<file path="config.mk">
export PLATFORM = sky130hd
export DESIGN_NAME = id_ex_stage
export DESIGN_NICKNAME = d
export VERILOG_FILES = /design/src/rtl/ca_pipe_pkg.sv /design/src/rtl/id_operand_bypass.sv /design/src/rtl/id_ex_stage.sv
export SDC_FILE = /design/constraint.sdc
export NUM_CORES = 1
export LEC_CHECK = 0
export ABC_AREA = 1
export BUFFER_PORTS_ARGS = -buffer_cell sky130_fd_sc_hd__buf_2
export CAP_MARGIN = 15
export CORE_MARGIN = 4
export CORE_UTILIZATION = 50
export DETAILED_ROUTE_END_ITERATION = 12
export HOLD_SLACK_MARGIN = 0.15
export PLACE_DENSITY = 0.82
export RECOVER_POWER = 25
export SYNTH_ARGS = -nofsm -noshare
export SYNTH_HDL_FRONTEND = slang
export SYNTH_SLANG_ARGS = --single-unit
export TNS_END_PERCENT = 10
</file>
<file path="constraint.sdc">
create_clock -name clk_i -period 2.36 [get_ports clk_i]
set_input_delay 0.236 -clock clk_i [delete_from_list [all_inputs] [get_ports clk_i]]
set_output_delay 0.236 -clock clk_i [all_outputs]
set_load 0.02 [all_outputs]
</file>
<file path="src/rtl/ca_pipe_pkg.sv">
// Shared pipeline definitions: instruction field positions, control bundle layout, helpers.
package ca_pipe_pkg;

    localparam int DATA_W = 32;
    localparam int CTRL_W = 8;
    localparam int CNT_W  = 32;

    localparam int RS_MSB  = 25;
    localparam int RS_LSB  = 21;
    localparam int RT_MSB  = 20;
    localparam int RT_LSB  = 16;
    localparam int RD_MSB  = 15;
    localparam int RD_LSB  = 11;
    localparam int IMM_MSB = 15;
    localparam int IMM_LSB = 0;

    localparam logic [4:0] REG_ZERO = 5'd0;

    // Layout of the opaque EX/MEM/WB control bundle as produced by the decoder.
    localparam int CTRL_ALU_SRC    = 0;
    localparam int CTRL_ALU_OP_LSB = 1;
    localparam int CTRL_ALU_OP_MSB = 3;
    localparam int CTRL_REG_DST    = 4;
    localparam int CTRL_BRANCH     = 5;
    localparam int CTRL_MEM_WRITE  = 6;
    localparam int CTRL_MEM_TO_REG = 7;

    // A bubble must not write memory or registers, so every control bit is cleared.
    localparam logic [CTRL_W-1:0] CTRL_BUBBLE = '0;

endpackage

</file>
<file path="src/rtl/id_operand_bypass.sv">
// Selects one ID operand: $0 forced to zero, then same-cycle WB data, then register file data.
module id_operand_bypass
    import ca_pipe_pkg::*;
#(
    parameter int DATA_W = 32
) (
    input  logic [4:0]        addr,
    input  logic [DATA_W-1:0] rf_data,
    input  logic              wb_we,
    input  logic [4:0]        wb_addr,
    input  logic [DATA_W-1:0] wb_data,
    output logic [DATA_W-1:0] operand
);

    // Register 0 is never reset in the file, so its read data is ignored outright.
    always_comb begin
        operand = rf_data;
        if (addr == REG_ZERO) begin
            operand = '0;
        end else if (wb_we && (wb_addr == addr)) begin
            operand = wb_data;
        end
    end

endmodule

</file>
<file path="src/rtl/id_ex_stage.sv">
// ID/EX pipeline register with WB bypass, load-use hazard detection and bubble counter.
module id_ex_stage
    import ca_pipe_pkg::*;
#(
    parameter int DATA_W = 32,
    parameter int CTRL_W = 8,
    parameter int CNT_W  = 32
) (
    input  logic              clk_i,
    input  logic              rst_i,
    input  logic              flush_i,
    input  logic              stall_i,
    input  logic              valid_i,
    input  logic [31:0]       instr_i,
    input  logic [DATA_W-1:0] pc_i,
    input  logic [CTRL_W-1:0] ctrl_i,
    input  logic              memread_i,
    input  logic              regwrite_i,
    input  logic              uses_rt_i,
    input  logic [DATA_W-1:0] RSdata_i,
    input  logic [DATA_W-1:0] RTdata_i,
    input  logic              wb_RegWrite_i,
    input  logic [4:0]        wb_RDaddr_i,
    input  logic [DATA_W-1:0] wb_RDdata_i,
    output logic              hazard_stall_o,
    output logic              ex_valid_o,
    output logic [CTRL_W-1:0] ex_ctrl_o,
    output logic              ex_memread_o,
    output logic              ex_regwrite_o,
    output logic [DATA_W-1:0] ex_rsdata_o,
    output logic [DATA_W-1:0] ex_rtdata_o,
    output logic [DATA_W-1:0] ex_imm_o,
    output logic [4:0]        ex_rs_o,
    output logic [4:0]        ex_rt_o,
    output logic [4:0]        ex_rd_o,
    output logic [DATA_W-1:0] ex_pc_o,
    output logic [CNT_W-1:0]  bubble_cnt_o
);

    logic [4:0]        id_rs;
    logic [4:0]        id_rt;
    logic [4:0]        id_rd;
    logic [DATA_W-1:0] id_imm;
    logic [DATA_W-1:0] id_rsdata;
    logic [DATA_W-1:0] id_rtdata;
    logic              unused_opcode;

    assign id_rs  = instr_i[RS_MSB:RS_LSB];
    assign id_rt  = instr_i[RT_MSB:RT_LSB];
    assign id_rd  = instr_i[RD_MSB:RD_LSB];
    assign id_imm = {{(DATA_W-16){instr_i[IMM_MSB]}}, instr_i[IMM_MSB:IMM_LSB]};
    assign unused_opcode = ^instr_i[31:26];

    id_operand_bypass #(.DATA_W(DATA_W)) u_rs_bypass (
        .addr    (id_rs),
        .rf_data (RSdata_i),
        .wb_we   (wb_RegWrite_i),
        .wb_addr (wb_RDaddr_i),
        .wb_data (wb_RDdata_i),
        .operand (id_rsdata)
    );

    id_operand_bypass #(.DATA_W(DATA_W)) u_rt_bypass (
        .addr    (id_rt),
        .rf_data (RTdata_i),
        .wb_we   (wb_RegWrite_i),
        .wb_addr (wb_RDaddr_i),
        .wb_data (wb_RDdata_i),
        .operand (id_rtdata)
    );

    // Load in EX whose destination is a source of the ID instruction; a bubble never matches.
    always_comb begin
        hazard_stall_o = 1'b0;
        if (valid_i && ex_valid_o && ex_memread_o && (ex_rt_o != REG_ZERO)) begin
            hazard_stall_o = (ex_rt_o == id_rs) || (uses_rt_i && (ex_rt_o == id_rt));
        end
    end

    // EX slot update: reset > flush > stall (with WB refresh) > load-use bubble > load.
    always_ff @(posedge clk_i) begin
        if (rst_i) begin
            ex_valid_o    <= 1'b0;
            ex_ctrl_o     <= '0;
            ex_memread_o  <= 1'b0;
            ex_regwrite_o <= 1'b0;
            ex_rsdata_o   <= '0;
            ex_rtdata_o   <= '0;
            ex_imm_o      <= '0;
            ex_rs_o       <= '0;
            ex_rt_o       <= '0;
            ex_rd_o       <= '0;
            ex_pc_o       <= '0;
            bubble_cnt_o  <= '0;
        end else if (flush_i) begin
            ex_valid_o    <= 1'b0;
            ex_ctrl_o     <= CTRL_W'(CTRL_BUBBLE);
            ex_memread_o  <= 1'b0;
            ex_regwrite_o <= 1'b0;
        end else if (stall_i) begin
            // Held operands would otherwise miss a write-back that lands during the hold.
            if (wb_RegWrite_i && (wb_RDaddr_i != REG_ZERO) && (wb_RDaddr_i == ex_rs_o)) begin
                ex_rsdata_o <= wb_RDdata_i;
            end
            if (wb_RegWrite_i && (wb_RDaddr_i != REG_ZERO) && (wb_RDaddr_i == ex_rt_o)) begin
                ex_rtdata_o <= wb_RDdata_i;
            end
        end else if (hazard_stall_o) begin
            ex_valid_o    <= 1'b0;
            ex_ctrl_o     <= CTRL_W'(CTRL_BUBBLE);
            ex_memread_o  <= 1'b0;
            ex_regwrite_o <= 1'b0;
            bubble_cnt_o  <= bubble_cnt_o + 1'b1;
        end else begin
            ex_valid_o    <= valid_i;
            ex_ctrl_o     <= ctrl_i;
            ex_memread_o  <= memread_i;
            ex_regwrite_o <= regwrite_i;
            ex_rsdata_o   <= id_rsdata;
            ex_rtdata_o   <= id_rtdata;
            ex_imm_o      <= id_imm;
            ex_rs_o       <= id_rs;
            ex_rt_o       <= id_rt;
            ex_rd_o       <= id_rd;
            ex_pc_o       <= pc_i;
        end
    end

endmodule
</file>
# After elaboration in Yosys (flattened, before gate mapping)
# Index checks and enable logic that the tools add are counted.
# totals
ff_bits	170
latch_bits	0
ramBits	0
romBits	0
in_bits	182
out_inout_bits	187
elab_cells	59
memories	0
# op_classes
n_addsub	1
multipliers	0
n_div	0
magnitude_cmp	0
n_eq_ne	9
n_shift	0
n_mux	15
bitwise_logic	3
reduce_logical	19
# ops
operator	n
2-to-1 mux 32 bit	10
adder 32 x 1 -> 32 bit (second input constant)	1
equality test 5 bit	6
AND reduction 3 bit	4
zero test 5 bit	2
nonzero test 5 bit	2
logical AND 1 bit	9
2-to-1 mux 8 bit	1
2-to-1 mux 1 bit	4
inequality test 2 x 1 -> 1 bit (second input constant)	2
NOT 1 bit	3
inequality test 2 bit (second input constant)	1
OR reduction 2 bit	1
logical OR 1 bit	1

# Logic depth before layout (Yosys ltp)
# depth
ltp_word	6
depth_mapped	13
depth_no_buf	12

# Cells and area by module
# A second synthesis with hierarchy kept.
# hier_totals
cells_unflattened	1874
area_unflattened_um2	10794.1
# modules_own_cells
module	n_inst	cells_per_inst	area_per_inst_um2	seq_area_each_um2
id_ex_stage	1	1476	9192.6	3303.2
id_operand_bypass	2	199	800.8	0.0

# Worst setup path before layout
# No wires, ideal clock.
# synth_timing
kind	register to register
from	register bubble_cnt_o[0]
to	register bubble_cnt_o[30]
t_arrival_ns	1.700
required_time_ns	2.228
slack_ns	0.528
stages_incl_launch_ff	11
n_path_buf	0
synth_period_minus_slack_ns	1.832
path_cell_list	dfxtp_1 ha_1 nand3_1 nor2_1 inv_1 nor2_1 nand2_1 nand2_1 nand2_1 nand3_1 a21oi_1
# synth_via
elab_chain_len	1
# synth_lines
element	line	rtl
start: declaration	id_ex_stage.sv:37	output logic [CNT_W-1:0] bubble_cnt_o
start signal: assignment	id_ex_stage.sv:113	bubble_cnt_o <= bubble_cnt_o + 1'b1;
adder 32 x 1 -> 32 bit	id_ex_stage.sv:113	
# Every way passes these cells.
# A chain may end at the register's enable or synchronous reset.

# Worst setup path in the final report
# layout_timing
from	input port instr_i[21]
to	output port hazard_stall_o
# layout_via
elab_chain_len	3
# layout_lines
element	line	rtl
start: declaration	id_ex_stage.sv:14	input logic [31:0] instr_i,
equality test 5 bit	id_ex_stage.sv:76	hazard_stall_o = (ex_rt_o == id_rs) || (uses_rt_i && (ex_rt_o == id_rt));
logical OR 1 bit	id_ex_stage.sv:76	
2-to-1 mux 1 bit	id_ex_stage.sv:75	if (valid_i && ex_valid_o && ex_memread_o && (ex_rt_o != REG_ZERO)) begin
end: declaration	id_ex_stage.sv:25	output logic hazard_stall_o,
# Every way passes these cells.

==> run metrics <==
Port Buffers=roughly 360; WL per Instance=~15 um; detailed placer's ending HPWL=22.4 mm; full die area=approximately 21000 um^2; cts bufs inserted=17; fin. max-slew vios=0; status=completed; Setup TNS=0 ns; CP max-delay cell=dlygate4sd3_1; crit-path max cell delay=about 0.54 ns; DRC viols=0; post-synthesis register bit count=roughly 170; total power after layout=a little over 7 mW; vias per std cell=slightly above 5; most frequent cells in the layout=nand2_1 (552), buf_2 (274), nor2_1 (251); Slew @ Worst Pin=0.868 ns; Initial Util=roughly 51%; CTS HTree Levels=4; Max VDD drop=approximately 0.47 mV; Syn Area/Cell=between 5 and 6 um^2; Fillers=~1700; Static Leak=~6.4 nW; P&R area growth vs syn=31.2%; Setup Skew=around 0.011 ns; global-route wire length before repair=around 52 mm; CORE AREA=approximately 19000 um^2; Final ANT Viol Nets=0; Layout Cells excl Fill=~2200; commonest non-fill, non-tap cell in the layout=nand2_1; dpl ws=around 0.37 ns; Mapped Nets=~1800; sequential cell area=~3300 um^2; worst skew pair latency=approximately 0.42 ns; leading area contributor after synthesis=dfxtp_1; grt total ovfl=0; startpoint types=input pin; Cell Area, Synth=9500 um^2; CP arrival=just under 2 ns; Detailed Route WL=approximately 33 mm; final setup fails=0; Gate Count Post-Synth=roughly 1600; Hold Fails Final Rpt=0; vias in the first global route=approximately 11000; fin worst setup slack=between 0.15 and 0.2 ns; final core occ=between 60% and 70%; num rows=50; met2 wire len=around 16 mm; Clock transition at path regs=roughly 0.070 ns; clock sinks=165; synth top area cells=dfxtp_1 (35%), nand2_1 (22%), nor2_1 (10%); Peak Freq=about 450 MHz; initial antenna violation count=4; yosys warns=0; Worst Hold Class=input pin to flop; Pre-antenna DRT Iters=5; Ports=around 370; Worst Path Required=approximately 2.1 ns; routability cong.=approximately 0.94; chip width=approximately 150 um; max-cap violations=0; Netlist cell types=27; NumNets Final=between 2000 and 2500; via count=roughly 11000; Setup CP Type=input pin to primary output; Worst Path Max Fanout=11; CP endpoint kind=primary output; CTS tree=built; DRT iter0 DRCs=between 900 and 1000; clk buf depth=2; post-route clock period utilization=around 93%; uppermost layer routed=met4; length of routed wiring on met1=around 13 mm; largest net degree at the start of global routing=82; slew margin rel.=42.1%; Root Driver=clkbuf_16; placed instance count=around 2100; area share of the largest cell type after synthesis=a little over a third; Critical Path, Cell by Cell=dlygate4sd3_1 -> buf_2 -> inv_1 -> nand2_1 -> nand2_1 -> a21oi_1 -> nand3_1 -> nand2_2 -> nand2_2 -> inv_1 -> buf_6 -> buf_4; pwr/cell area=~570 nW/um^2; multi-input logic area=roughly 5000 um^2; fin crit period=roughly 2.2 ns; # Post-CTS Setup Buffers=0; Chip Height=146 um; metal3 WL=between 2 and 3 mm; sequential fraction of the synthesis area=34.8%; RSZ-0062 raised after global routing=yes; all-layer global routing usage=around 29%; share of layout cells above drive strength 1=between 10% and 20%
==> metrics by stage <==
stage / cell area, um^2 / hold slack [ns]
5_1_grt: 12500 / 0.162
6_report: 12500 / 0.167
3_3_place_gp: 11300 / 0.444
2_1_floorplan: 9500 / 0.371
3_5_place_dp: 11300 / 0.450
4_1_cts: 12600 / 0.154
==> synth_stat cells (all sizes together) <==
cell type / instances
dfxtp: 165
or2: 6
nand4: 55
nor3: 17
nand3b: 8
nand3: 66
nand2: 556
buf: 57
ha: 1
a21oi: 159
clkbuf: 51
xnor2: 3
nor2: 252
inv: 176
o21ai: 5
clkinv: 1
a22oi: 1
xor2: 19
==> area by class of cell <==
class                           count  area share (%)
Antenna cell                        4          0.0803
Clock buffer                       17            3.41
Clock inverter                     15            1.14
Inverter                          177            5.33
Multi-Input combinational cell   1148            40.0
Sequential cell                   165            26.5
Tap cell                          234            2.35
Timing Repair Buffer              457            21.2
==> report_power, final <==
group,internal [mW],switching [mW],total (mW)
Sequential,2.92,0.0812,3.00
Clock,1.48,1.24,2.72
Combinational,0.500,0.845,1.35
Total,4.90,2.17,7.07
==> state kept, by name, summed over array words and instances, names as in the netlist <==
register       count
bubble_cnt_o      32
ex_ctrl_o          8
ex_imm_o          16
ex_memread_o       1
ex_pc_o           32
ex_regwrite_o      1
ex_rs_o            5
ex_rsdata_o       32
ex_rt_o            5
ex_rtdata_o       32
ex_valid_o         1
==> worst max-delay path: cells and delay by family <==
family	cells	cell delay [ns]
simple gates	5	0.44
compound gates	1	0.12
buf+inv	6	1.16
==> cell families after synthesis <==
| family | count (synthesis) | synth area share, % |
|---|---|---|
| compound gates | 165 | 8.88 |
| buf+inv | 285 | 13.0 |
| xor+xnor | 22 | 2.03 |
| fa+ha+maj | 1 | 0.132 |
| flops | 165 | 34.8 |
| simple gates | 960 | 41.2 |
==> worst paths after layout <==
check              startpoint             end  slack [ns]  cells after the start
setup / recovery  instr_i[21]  hazard_stall_o        0.16                     12
hold / removal    instr_i[23]      ex_rs_o[2]        0.17                      3
setup reg to reg   ex_rt_o[1]     ex_pc_o[16]        0.31                     10
hold reg to reg    ex_pc_o[4]      ex_pc_o[4]        0.46                      2
==> layer usage <==
layer  up-vias  global-route usage (%)
met4         0                    12.8
met1      5076                    35.0
li1       5663                       -
met2       535                    49.9
met5         -                       0
met3        97                    8.13
==> repair_timing <==
item	in CTS	in global routing
resized for setup	0	4
hold buffers	68	0
endpoints found under the hold margin	68	0
setup endpoints to repair	0	3
(Power assumes the default switching activity.)
